**config.mk**
```make
export PLATFORM = sky130hd
export DESIGN_NAME = ant_sprite_rotator
export DESIGN_NICKNAME = d
export VERILOG_FILES = /design/src/rtl/ant_pkg.sv /design/src/rtl/ant_sprite_rom.sv /design/src/rtl/ant_sprite_rotator.sv
export SDC_FILE = /design/constraint.sdc
export NUM_CORES = 1
export LEC_CHECK = 0
export CAP_MARGIN = 10
export CORE_ASPECT_RATIO = 1.2
export CORE_MARGIN = 4
export CORE_UTILIZATION = 55
export DETAILED_ROUTE_END_ITERATION = 7
export PLACE_DENSITY = 0.76
export SYNTH_ARGS = -nofsm -noshare
export SYNTH_HDL_FRONTEND = slang
export SYNTH_SLANG_ARGS = --single-unit
```
**constraint.sdc**
```tcl
create_clock -name CLK -period 9 [get_ports CLK]
set_input_delay 1.8 -clock CLK [delete_from_list [all_inputs] [get_ports CLK]]
set_output_delay 1.8 -clock CLK [all_outputs]
set_load 0.005 [all_outputs]
```
**src/rtl/ant_pkg.sv**
```systemverilog
// Shared constants, types, arctan table and ant bitmap for the sprite rotator.
// Latency: n/a (package).
// Backpressure: n/a (package).
package ant_pkg;

    localparam int SIZE         = 57;
    localparam int CENTER       = (SIZE - 1) / 2;
    localparam int ANGLE_W      = 13;
    localparam int CORDIC_ITERS = 12;
    localparam int ACC_W        = 18;
    localparam int FRAC_W       = 10;
    localparam int IDX_W        = 6;
    localparam int CNT_W        = 6;
    localparam int COMP_W       = 10;

    typedef logic signed [ANGLE_W-1:0] angleT;
    typedef logic [SIZE-1:0]           rowT;
    typedef logic [SIZE-1:0][SIZE-1:0] bitmapT;

    localparam angleT CORDIC_K = 13'sd622;
    localparam angleT HALF_PI  = 13'sd1608;
    localparam angleT ONE      = 13'sd1024;

    // Pixel-centre origin plus half a pixel, so a shift gives nearest-neighbour rounding
    localparam logic signed [ACC_W-1:0] ORIGIN_OFS =
        ACC_W'((CENTER << FRAC_W) + (1 << (FRAC_W - 1)));

    localparam logic [IDX_W-1:0] SIZE_IDX  = IDX_W'(SIZE);
    localparam logic [IDX_W-1:0] LAST_ROW  = IDX_W'(SIZE - 1);
    localparam logic [CNT_W-1:0] LAST_COL  = CNT_W'(SIZE - 1);
    localparam logic [CNT_W-1:0] LAST_ITER = CNT_W'(CORDIC_ITERS - 1);

    typedef enum logic [2:0] {
        ST_IDLE,
        ST_CORDIC,
        ST_SETUP,
        ST_PIXEL,
        ST_EMIT,
        ST_FINISH
    } stateT;

    // atan(2^-i) in Q2.10 radians
    function automatic angleT atanEntry(input logic [3:0] i);
        case (i)
            4'd0:    return 13'sd804;
            4'd1:    return 13'sd475;
            4'd2:    return 13'sd251;
            4'd3:    return 13'sd127;
            4'd4:    return 13'sd64;
            4'd5:    return 13'sd32;
            4'd6:    return 13'sd16;
            4'd7:    return 13'sd8;
            4'd8:    return 13'sd4;
            4'd9:    return 13'sd2;
            4'd10:   return 13'sd1;
            4'd11:   return 13'sd1;
            default: return 13'sd0;
        endcase
    endfunction

    // Ant facing up: head, thorax, abdomen, antennae, three leg pairs, and a
    // cleared spot on the left of the abdomen so the sprite has no mirror symmetry.
    function automatic logic antPixel(input int r, input int c);
        int dx;
        int adx;
        logic p;
        dx  = c - CENTER;
        adx = (dx < 0) ? -dx : dx;
        p   = 1'b0;
        if ((r - 8) * (r - 8) + dx * dx <= 25) p = 1'b1;
        if (4 * dx * dx + (r - 20) * (r - 20) <= 64) p = 1'b1;
        if (169 * dx * dx + 81 * (r - 40) * (r - 40) <= 13689) p = 1'b1;
        if (r <= 3 && adx == 7 - r) p = 1'b1;
        if ((r == 15 || r == 20 || r == 25) && adx >= 4 && adx <= 16) p = 1'b1;
        if (adx == 16 && ((r >= 9 && r <= 15) || (r >= 25 && r <= 31))) p = 1'b1;
        if ((r - 38) * (r - 38) + (c - 22) * (c - 22) <= 4) p = 1'b0;
        return p;
    endfunction

    function automatic bitmapT buildBitmap();
        bitmapT bm;
        for (int r = 0; r < SIZE; r++) begin
            for (int c = 0; c < SIZE; c++) begin
                bm[r][c] = antPixel(r, c);
            end
        end
        return bm;
    endfunction

endpackage

```
**src/rtl/ant_sprite_rom.sv**
```systemverilog
// Ant bitmap ROM: one SIZE-bit row per read, bit c = column c; rows >= SIZE read as zero.
// Latency: combinational.
// Backpressure: none.
module ant_sprite_rom
    import ant_pkg::*;
(
    input  logic [IDX_W-1:0] v,
    output rowT              rowBits
);

    localparam bitmapT BITMAP = buildBitmap();

    // Table lookup with out-of-range rows forced blank
    always_comb begin
        rowBits = '0;
        if (v < SIZE_IDX) rowBits = BITMAP[v];
    end

endmodule

```
**src/rtl/ant_sprite_rotator.sv**
```systemverilog
// Rotates the ant bitmap by the heading once per frame and streams rows; also emits heading step.
// Latency: start -> done in CORDIC_ITERS + 2 + SIZE*(SIZE+1) cycles; one row strobe per SIZE+1 cycles.
// Backpressure: none; consumer must accept every row_valid strobe, starts while busy are dropped.
module ant_sprite_rotator
    import ant_pkg::*;
(
    input  logic               CLK,
    input  logic               RST,
    input  logic               start,
    input  logic [ANGLE_W-1:0] angle,
    output logic               busy,
    output logic               row_valid,
    output logic [IDX_W-1:0]   row_idx,
    output logic [SIZE-1:0]    row_data,
    output logic               done,
    output logic [COMP_W-1:0]  xcomp,
    output logic [COMP_W-1:0]  ycomp
);

    localparam int CW = ANGLE_W + 1;
    typedef logic signed [CW-1:0]    cordT;
    typedef logic signed [ACC_W-1:0] accT;

    localparam cordT UNIT = cordT'(ONE);

    stateT            state, stateNext;
    logic [CNT_W-1:0] cnt;
    logic [IDX_W-1:0] rowCnt;

    cordT  cx, cy, cz, cxNext, cyNext, czNext, xShift, yShift, z0;
    logic  quadPos, quadNeg, prePos, preNeg;
    angleT angleS, cosC, sinC, cosV, sinV;

    accT sx, sy, rowSx, rowSy, setupSx, setupSy, cosE, sinE, tu, tv, uFull, vFull;
    logic [IDX_W-1:0] uIdx, vIdx, romV;
    logic             uOk, vOk, pix;
    rowT              romRow, rowBuf, rowMerged, rowDataQ;

    logic signed [COMP_W-1:0] xcompQ, ycompQ;

    function automatic cordT extCord(input angleT v);
        return {v[ANGLE_W-1], v};
    endfunction

    function automatic accT extAcc(input angleT v);
        return {{(ACC_W - ANGLE_W){v[ANGLE_W-1]}}, v};
    endfunction

    // 28*v as 16v + 8v + 4v
    function automatic accT times28(input angleT v);
        accT e;
        e = extAcc(v);
        return (e <<< 4) + (e <<< 3) + (e <<< 2);
    endfunction

    function automatic angleT satUnit(input cordT v);
        if (v > UNIT)       return ONE;
        else if (v < -UNIT) return -ONE;
        else                return v[ANGLE_W-1:0];
    endfunction

    // Fold angles beyond +-pi/2 into CORDIC convergence range
    always_comb begin
        angleS = $signed(angle);
        prePos = angleS > HALF_PI;
        preNeg = angleS < -HALF_PI;
        z0     = extCord(angleS);
        if (prePos)      z0 = extCord(angleS) - extCord(HALF_PI);
        else if (preNeg) z0 = extCord(angleS) + extCord(HALF_PI);
    end

    // One CORDIC micro-rotation, direction from the residual angle sign
    always_comb begin
        xShift = cx >>> cnt[3:0];
        yShift = cy >>> cnt[3:0];
        if (!cz[CW-1]) begin
            cxNext = cx - yShift;
            cyNext = cy + xShift;
            czNext = cz - extCord(atanEntry(cnt[3:0]));
        end else begin
            cxNext = cx + yShift;
            cyNext = cy - xShift;
            czNext = cz + extCord(atanEntry(cnt[3:0]));
        end
    end

    // Saturated sin/cos with the pre-rotation quadrant undone
    always_comb begin
        cosC = satUnit(cx);
        sinC = satUnit(cy);
        cosV = cosC;
        sinV = sinC;
        if (quadPos) begin
            cosV = -sinC;
            sinV = cosC;
        end else if (quadNeg) begin
            cosV = sinC;
            sinV = -cosC;
        end
        cosE    = extAcc(cosV);
        sinE    = extAcc(sinV);
        setupSx = -times28(cosV) - times28(sinV);
        setupSy = times28(sinV) - times28(cosV);
    end

    // Nearest-neighbour source pixel; anything outside the bitmap (incl. negative) reads 0
    always_comb begin
        tu    = sx + ORIGIN_OFS;
        tv    = sy + ORIGIN_OFS;
        uFull = tu >>> FRAC_W;
        vFull = tv >>> FRAC_W;
        uIdx  = uFull[IDX_W-1:0];
        vIdx  = vFull[IDX_W-1:0];
        uOk   = (uFull[ACC_W-1:IDX_W] == '0) && (uIdx < SIZE_IDX);
        vOk   = (vFull[ACC_W-1:IDX_W] == '0) && (vIdx < SIZE_IDX);
        romV  = vOk ? vIdx : '0;
        pix   = uOk && vOk && romRow[uIdx];
        rowMerged      = rowBuf;
        rowMerged[cnt] = pix;
    end

    ant_sprite_rom uRom (
        .v       (romV),
        .rowBits (romRow)
    );

    // FSM state register
    always_ff @(posedge CLK or posedge RST) begin
        if (RST) state <= ST_IDLE;
        else     state <= stateNext;
    end

    // FSM next-state logic
    always_comb begin
        stateNext = state;
        case (state)
            ST_IDLE:   if (start) stateNext = ST_CORDIC;
            ST_CORDIC: if (cnt == LAST_ITER) stateNext = ST_SETUP;
            ST_SETUP:  stateNext = ST_PIXEL;
            ST_PIXEL:  if (cnt == LAST_COL) stateNext = ST_EMIT;
            ST_EMIT:   stateNext = (rowCnt == LAST_ROW) ? ST_FINISH : ST_PIXEL;
            ST_FINISH: stateNext = ST_IDLE;
            default:   stateNext = ST_IDLE;
        endcase
    end

    // FSM outputs
    always_comb begin
        busy      = (state == ST_CORDIC) || (state == ST_SETUP) ||
                    (state == ST_PIXEL)  || (state == ST_EMIT);
        row_valid = (state == ST_EMIT);
        done      = (state == ST_FINISH);
    end

    // Datapath: CORDIC iterator, coordinate accumulators and row assembly
    always_ff @(posedge CLK or posedge RST) begin
        if (RST) begin
            cnt      <= '0;
            rowCnt   <= '0;
            cx       <= '0;
            cy       <= '0;
            cz       <= '0;
            quadPos  <= 1'b0;
            quadNeg  <= 1'b0;
            sx       <= '0;
            sy       <= '0;
            rowSx    <= '0;
            rowSy    <= '0;
            rowBuf   <= '0;
            rowDataQ <= '0;
            xcompQ   <= '0;
            ycompQ   <= '0;
        end else begin
            case (state)
                ST_IDLE: begin
                    if (start) begin
                        cx      <= extCord(CORDIC_K);
                        cy      <= '0;
                        cz      <= z0;
                        quadPos <= prePos;
                        quadNeg <= preNeg;
                        cnt     <= '0;
                        rowCnt  <= '0;
                    end
                end
                ST_CORDIC: begin
                    cx  <= cxNext;
                    cy  <= cyNext;
                    cz  <= czNext;
                    cnt <= (cnt == LAST_ITER) ? '0 : cnt + 1'b1;
                end
                ST_SETUP: begin
                    rowSx  <= setupSx;
                    rowSy  <= setupSy;
                    sx     <= setupSx;
                    sy     <= setupSy;
                    xcompQ <= sinV[ANGLE_W-1:ANGLE_W-COMP_W];
                    ycompQ <= -$signed(cosV[ANGLE_W-1:ANGLE_W-COMP_W]);
                    cnt    <= '0;
                end
                ST_PIXEL: begin
                    rowBuf <= rowMerged;
                    sx     <= sx + cosE;
                    sy     <= sy - sinE;
                    if (cnt == LAST_COL) begin
                        rowDataQ <= rowMerged;
                        cnt      <= '0;
                    end else begin
                        cnt <= cnt + 1'b1;
                    end
                end
                ST_EMIT: begin
                    rowSx  <= rowSx + sinE;
                    rowSy  <= rowSy + cosE;
                    sx     <= rowSx + sinE;
                    sy     <= rowSy + cosE;
                    rowCnt <= rowCnt + 1'b1;
                end
                ST_FINISH: begin
                    rowCnt <= '0;
                end
                default: begin
                    cnt <= '0;
                end
            endcase
        end
    end

    assign row_idx  = rowCnt;
    assign row_data = rowDataQ;
    assign xcomp    = xcompQ;
    assign ycomp    = ycompQ;

endmodule

```
==> run metrics <==
outcome=completed; # fillers=between 3000 and 4000; # Post-CTS Setup Buffers=0; Synth area leader=dfrtp_1; M1 GR Usage=0.397; synthesized net count=~3300; Final #Nets=around 3300; Worst Max-Slew Pin Slew=between 1 and 1.5 ns; Critical Path Most Common Cell=o21ai_0; critical path required time=between 9 and 10 ns; port bufs=just over 100; final hold viol count=0; wire length per cell=20.8 um; Reg clk slew, reported paths=roughly 0.060 ns; WP depth=28; root buf cell=clkbuf_16; delay-heaviest family, CP=compound AO/OA/AOI/OAI gates; post-synth top area share=0.271; Setup TNS=0 ns; most area-consuming cells after synthesis=dfrtp_1 27%, ha_1 11%, o21ai_0 7.7%, nand2_1 5.0%, xnor2_1 4.3%; area occupied by multi-input gates=16500 um2; Max-Cap Viols=0; clock sink count=roughly 270; hpwl dp=roughly 55000 um; Max Clk Rate=125 MHz; final wirelength=around 75000 um; Setup violations, final=0; first-pass GRT wire length=between 100000 and 150000 um; count leader, synth=o21ai_0; Crit Path Class=register to register; Mapped Cells=3027; PostCTS Resize Cnt=0; CTS tree=done; worst skew pair latency=around 0.63 ns; chip width=200 um; period utilization=0.888; final clock skew=0.0582 ns; Initial DRC Count=2192; Post-synth EDFFs=0; met2 usage=0.509; # diodes=0; largest net degree at the start of global routing=approximately 140; total grt overflow=0; hold_ws=between 0.4 and 0.5 ns; Worst Path Buf+Inv=2; hold_buf cts=0; RSZ-0062 raised after global routing=false; Area Overhead vs Synth=9.70%; Core Region=43800 um2; full die area=approximately 48000 um2; synth warn=0; GRT Util Overall=0.302; Sequential Area=roughly 6600 um2; fin. max-slew vios=0; critical path startpoint category=register; worst-path maximum fanout=12; Vias/cell=about 6.4; residual DRC count=0; most used routing layer=met2; Data arrival, critical path=roughly 8.5 ns; routed vias=approximately 23000; Netlist cell types=94; TritonCTS buffer count=30; H-tree Lvls=1; min Tclk post-route=~8.0 ns; standard-cell row count=84; Async S/R FF share, synth=1.00; syn avg cell area=8.07 um2; RD Place Congestion=between 0.9 and 1; maximum buffer depth of the clock tree=3; M3 GR Usage=0.0456; initial core utilization=0.557; Hold Path Class=register to register; Final ANT Viol Nets=0; Post-Syn Area=24400 um2; Rel. slew slack=0.210; Worst Hold Depth=2; final core occ=0.612; Post-synth top flop=dfrtp_1; vias in the first global route=approximately 22000; Seq cells post-synth=265; crit end category=register; slowest stage delay, CP=just under 0.7 ns; post-synthesis sequential area ratio=0.271; I/O pins=102; worst reg2reg path depth=28; Critical-path top delay cell=or4_1; synth cell count leaders=376 x o21ai_0, 328 x nand2_1, 265 x dfrtp_1, 234 x nor2_1; share of layout cells above drive strength 1=0.0596; Die Y=~240 um; DRT Pass-1 Iters=6; initial antenna violation count=0
==> kinds of logic after synthesis <==
group                    Yosys count  share of synthesized area
AO/OA/AOI/OAI                   1042                      0.267
XOR/XNOR                         199                     0.0716
adder cells (fa/ha/maj)          240                      0.129
buffers and inverters            350                     0.0557
flip-flops                       265                      0.271
multiplexers                      75                     0.0459
AND/OR/NAND/NOR                  856                      0.159
==> path summary, 6_finish.rpt <==
path,from,end,slack [ns]
setup / recovery,cx[11]$_DFFE_PP0P_,sy[17]$_DFFE_PP0P_,1.00
hold reg to reg,row_data[29]$_DFFE_PP0P_,row_data[29]$_DFFE_PP0P_,0.47
min in group asynchronous,RST,row_idx[2]$_DFFE_PP0P_,1.75
max in group asynchronous,RST,row_data[12]$_DFFE_PP0P_,5.85
hold / removal,row_data[29]$_DFFE_PP0P_,row_data[29]$_DFFE_PP0P_,0.47
setup reg to reg,cx[11]$_DFFE_PP0P_,sy[17]$_DFFE_PP0P_,1.00
==> final cells by class <==
class                      count  area share
clock buffer                  38      0.0310
sequential                   265       0.247
tap                          559      0.0261
multi-input combinational   2412       0.615
inverter                     171      0.0243
clock inverter                13     0.00798
timing repair buffer         137      0.0483
==> metrics by stage <==
stage | instance area (um2) | instances | setup WS, ns
floorplan | 24400 | 3027 | 1.97
global placement | 25800 | 3544 | 1.46
detailed placement | 25800 | 3544 | 1.19
CTS | 26800 | 3595 | 1.09
global route | 26800 | 3595 | 0.495
finish | 26800 | 3595 | 1.00
==> metal layers <==
metal / share of wire / vias up
met4: 0.038 / 0
met3: 0.079 / 195
li1: - / 10900
met2: 0.47 / 1035
met5: 0 / -
met1: 0.41 / 11000
==> cells in the final DEF, fill, tap and decap left out, drive strengths merged, types with 78 or more instances in the layout <==
cell           instances
o21ai                384
nand2                328
dfrtp                265
nor2                 236
a21oi                208
ha                   208
inv                  169
xnor2                121
clkdlybuf4s50        101
xor2                  78
==> sequential cells by signal, summed over array words and instances, names as in the netlist <==
register,count
rowBuf,57
cnt,6
cz,14
cy,14
cx,14
state,3
quadNeg,1
sy,18
row_data,57
quadPos,1
rowSy,18
row_idx,6
ycomp,10
rowSx,18
sx,18
xcomp,10
==> worst reg2reg max path: cells and delay by family, from the launching register on <==
kind                     cells  cell delay [ns]
flip-flops                   1             0.49
AO/OA/AOI/OAI               12             3.04
buffers and inverters        2             0.36
adder cells (fa/ha/maj)      3             1.30
XOR/XNOR                     1             0.20
AND/OR/NAND/NOR              9             2.10
multiplexers                 1             0.34
Power is left out: the tool's default activity adds up to more than one toggle a clock period on the data nets, which glitch-free logic cannot reach.
